**src/rtl/input_debounce.sv**
```systemverilog
// Debounces raw board inputs: optional inversion, two-flop synchronizer, then a
// per-channel stability counter that produces clean levels and one-cycle edge pulses.
module input_debounce #(
    parameter int CHANNELS       = 4,
    parameter int CNT_WIDTH      = 18,
    parameter int DEBOUNCE_COUNT = 250000,
    parameter bit ACTIVE_LOW     = 1'b1
) (
    input  logic                clk,
    input  logic                reset,
    input  logic [CHANNELS-1:0] raw_in,
    output logic [CHANNELS-1:0] level,
    output logic [CHANNELS-1:0] pressed,
    output logic [CHANNELS-1:0] released,
    output logic                any_change
);

    localparam logic [CNT_WIDTH-1:0] CNT_LAST = CNT_WIDTH'(DEBOUNCE_COUNT - 1);

    typedef enum logic {
        IDLE    = 1'b0,
        PENDING = 1'b1
    } state_t;

    logic [CHANNELS-1:0]  in_n;
    logic [CHANNELS-1:0]  sync_p0;
    logic [CHANNELS-1:0]  sync_p1;
    logic [CNT_WIDTH-1:0] cnt     [CHANNELS];
    logic [CNT_WIDTH-1:0] cnt_nxt [CHANNELS];
    state_t               state   [CHANNELS];
    logic [CHANNELS-1:0]  level_nxt;
    logic [CHANNELS-1:0]  pressed_nxt;
    logic [CHANNELS-1:0]  released_nxt;

    assign in_n = ACTIVE_LOW ? ~raw_in : raw_in;

    // Synchronizer stages p0/p1, then debounce state and registered pulses
    always_ff @(posedge clk or posedge reset) begin
        if (reset) begin
            sync_p0    <= '0;
            sync_p1    <= '0;
            level      <= '0;
            pressed    <= '0;
            released   <= '0;
            any_change <= 1'b0;
            for (int ch = 0; ch < CHANNELS; ch++) begin
                cnt[ch] <= '0;
            end
        end else begin
            sync_p0    <= in_n;
            sync_p1    <= sync_p0;
            level      <= level_nxt;
            pressed    <= pressed_nxt;
            released   <= released_nxt;
            any_change <= |(pressed_nxt | released_nxt);
            for (int ch = 0; ch < CHANNELS; ch++) begin
                cnt[ch] <= cnt_nxt[ch];
            end
        end
    end

    // State is implied by whether the synchronized input disagrees with the held level
    always_comb begin
        level_nxt    = level;
        pressed_nxt  = '0;
        released_nxt = '0;
        for (int ch = 0; ch < CHANNELS; ch++) begin
            cnt_nxt[ch] = '0;
            state[ch]   = (sync_p1[ch] != level[ch]) ? PENDING : IDLE;
            case (state[ch])
                IDLE: begin
                    cnt_nxt[ch] = '0;
                end
                PENDING: begin
                    if (cnt[ch] == CNT_LAST) begin
                        level_nxt[ch]    = sync_p1[ch];
                        pressed_nxt[ch]  = sync_p1[ch];
                        released_nxt[ch] = ~sync_p1[ch];
                    end else begin
                        cnt_nxt[ch] = cnt[ch] + 1'b1;
                    end
                end
                default: begin
                    cnt_nxt[ch] = '0;
                end
            endcase
        end
    end

endmodule

```
**config.mk**
```make
export PLATFORM = sky130hd
export DESIGN_NAME = input_debounce
export DESIGN_NICKNAME = d
export VERILOG_FILES = /design/src/rtl/input_debounce.sv
export SDC_FILE = /design/constraint.sdc
export NUM_CORES = 1
export LEC_CHECK = 0
export ABC_AREA = 1
export BUFFER_PORTS_ARGS = -buffer_cell sky130_fd_sc_hd__buf_2
export CORE_ASPECT_RATIO = 1.4
export CORE_MARGIN = 2
export CORE_UTILIZATION = 60
export CTS_CLUSTER_SIZE = 20
export DETAILED_ROUTE_END_ITERATION = 8
export PLACE_DENSITY = 0.78
export SLEW_MARGIN = 10
export SYNTH_ARGS = -nofsm -noshare
export SYNTH_HDL_FRONTEND = slang
export SYNTH_SLANG_ARGS = --single-unit
```
**constraint.sdc**
```tcl
create_clock -name clk -period 3.1 [get_ports clk]
set_input_delay 0.465 -clock clk [delete_from_list [all_inputs] [get_ports clk]]
set_output_delay 0.465 -clock clk [all_outputs]
set_load 0.02 [all_outputs]
```
==> impl_metrics.tcl <==
set metrics [dict create \
    status "completed" \
    intPower_uw 1750 \
    critical_path_required_ps 3360 \
    overflow 0 \
    drv_cap 0 \
    swShare 0.222 \
    reg2reg_slack_ps 1550 \
    p_comb_frac 0.036 \
    antenna_left 0 \
    fill_cells 650 \
    grt_pass1_vias 3808 \
    yosysTopAreaCellShare 0.492 \
    cts_buffers 9 \
    cts_buffer_depth 2 \
    drtPass1Iterations 4 \
    worst_slew_pin_slew_ps 761 \
    synth_top_family_by_area "simple AND/OR/NAND/NOR gates" \
    cts.sinks 93 \
    ys_warn_count 0 \
    nets 640 \
    n_antenna_cell 0 \
    synth.largest_area_cell "dfrtp_1" \
    areaGrowthSynthToFinish_pct 9.65 \
    clk_pin_slew_ps 90 \
    drt_iter0_drc 228 \
    final-seq-area_um2 2330 \
    core_area_um2 7700 \
    syn_nets 612 \
    seqPwrFrac 0.552 \
    crit_slowest_cell "dfrtp_1" \
    avgSynthCellArea_um2 7.86 \
    hp-class "in2async" \
    power.density_nw_per_um2 434 \
    synthMuxAreaShare 0 \
    setup_tns_ps 0 \
    maxClockFrequency_mhz 644 \
    synthSimpleGateAreaFrac 0.343 \
    dp_hpwl_mm 6.81 \
    cp.arrival_ps 1810 \
    p_total_uw 2250 \
    cts_resized 0 \
    vias 3843 \
    drive_above_1_share 0.102 \
    ioPinCount 19 \
    seq_area_frac_synth 0.492 \
    start_kind "flip-flop" \
    finalCritPeriodShare 0.501 \
    worst_setup_path_end_kind "flip-flop" \
    fin_skew_ps 7.89 \
    worstRegToRegCells 8 \
    grt_max_degree 53 \
    worst_slack_ps 1550 \
    drc 0 \
    grt.total_usage 0.245 \
    cts_root_buf "clkbuf_8" \
    antenna_found_initial 0 \
    critPathBufInv 0 \
    die_w_um 79.1 \
    synthXorXnorAreaFrac 0.0555 \
    hold_viol 0 \
    syn_area_um2 4730 \
    slew_viol_final 0 \
    synth_seq_cells 93 \
    min_period_ps 1550 \
    max_slew_margin 0.492 \
    syn_inst 602 \
    start_util 0.615 \
    cpPeakStageDelay_ps 380 \
    synth-compound-area-share 0.0264 \
    clkLatencyLatePin_ps 360 \
    rsz0062_at_grt "false" \
    synth_cell_types 29 \
    vias_per_cell 5.23 \
    multi_input_area_um2 2060 \
    crit_cells 8 \
    path_max_fanout 5 \
    die_h_um 109 \
    cts_hold_buf 0 \
    yosys.area_share.adder 0.0106 \
    switchingPower_uw 501 \
    setup_viol 0 \
    crit_type "reg2reg" \
    grt_pass1_wl_mm 16.8 \
    pre_cts_ws_ps 1550 \
    post_cts_buffers 0 \
    cts_tree "yes" \
    wire_per_inst_um 12.8 \
    wl_mm 9.38 \
    fp-row-count 38 \
    clkPwrFrac 0.412 \
    place_congestion 0.941 \
    cp_cell_sequence "ha_1 -> nand2_1 -> nor2_4 -> nand3_1 -> nor2_1 -> nor2_2 -> nand2_1 -> nor2_1" \
    ir_drop_mv 0.303 \
    htreeDepth 3 \
    die_area_um2 8630 \
    path_delay_family "simple AND/OR/NAND/NOR gates" \
    leakage_uw 0.00235 \
    io_buffer_count 18 \
    synthTopCellsByArea "dfrtp_1, nor2_1, nand2_1, inv_1, nand3_1" \
]
## worst register-to-register path: stages (launching register included)
cell and delay [ps]:
dfrtp_1 380, ha_1 180, nand2_1 100, nor2_4 150
nand3_1 150, nor2_1 230, nor2_2 100, nand2_1 100
nor2_1 50
## layout by cell type (no fill, tap or decap)
cell        instances
nand4_1            14
clkinvlp_4          1
xor2_1             23
nand2_4             2
a31oi_1             1
xnor2_1             7
inv_1              84
o21ai_1             1
clkinv_2            2
nor3_1             30
a21oi_1            12
inv_6               1
or2_2               1
bufinv_16           2
dfrtp_1            93
nor2_1            131
o21ai_2             1
o21ai_0             9
or2_1               1
nand3_1            46
nor2_2              9
buf_12              1
nor2_4              6
inv_2               3
buf_2              18
clkbuf_8           11
nand2_2             3
nand3b_1            2
nor3_2              2
nor3b_1             2
ha_1                4
nand2_1           108
nor4_1              2
nand3_2             2
## final cells by class
type / instances / share of cell area
multi-input combinational: 419 / 0.398
tap: 100 / 0.0241
clock inverter: 5 / 0.0157
clock buffer: 11 / 0.0292
inverter: 88 / 0.0639
sequential: 93 / 0.448
timing repair buffer: 19 / 0.0212
## metrics by stage
step	cells	hold WS, ps	util	cell area [µm²]
floorplan	602	331	-	4730
global placement	719	339	0.644	4960
detailed placement	719	335	0.644	4960
CTS	735	226	0.674	5190
global route	735	232	0.674	5190
finish	735	203	0.674	5190
## flip-flops by register name, summed over array words and instances, names as in the netlist
signal,cells
any_change,1
cnt,72
level,4
pressed,4
released,4
sync_p0,4
sync_p1,4
## logic make-up after synthesis
logic type               after synthesis
XOR/XNOR                              30
adder cells (fa/ha/maj)                4
AND/OR/NAND/NOR                      361
flip-flops                            93
buffers and inverters                 90
AO/OA/AOI/OAI                         24
## power by group through the flow
| stage | clock network, µW | logic [µW] | registers (µW) |
|---|---|---|---|
| after detailed placement | 0 | 84.2 | 1270 |
| after global routing | 991 | 95.8 | 1250 |
| after global placement | 0 | 80.4 | 1270 |
| after floorplan | 0 | 59.0 | 1260 |
| final | 928 | 81.6 | 1240 |
| after CTS | 942 | 84.7 | 1240 |
## metal layers
| metal | up-vias | track usage | part of all wire |
|---|---|---|---|
| met5 | - | 0 | 0 |
| met4 | 0 | 0.0985 | 0.019 |
| met3 | 16 | 0.0439 | 0.035 |
| met2 | 71 | 0.427 | 0.52 |
| met1 | 1815 | 0.299 | 0.43 |
| li1 | 1941 | - | - |
## cells in the mapped netlist (all sizes together)
library cell / n
a21oi: 12
a31oi: 1
buf: 2
dfrtp: 93
ha: 4
inv: 88
nand2: 113
nand3: 48
nand3b: 2
nand4: 14
nor2: 146
nor3: 32
nor3b: 2
nor4: 2
o21ai: 11
or2: 2
xnor2: 7
xor2: 23
## worst paths after layout
check	from	end
worst min-delay path	reset	cnt[11]
max in group asynchronous	reset	sync_p1[1]
worst max-delay path	cnt[54]	cnt[69]
worst max register to register	cnt[54]	cnt[69]
worst min register to register	sync_p0[1]	sync_p1[1]
min in group clk	raw_in[2]	sync_p0[2]
(Power assumes the default switching activity.)
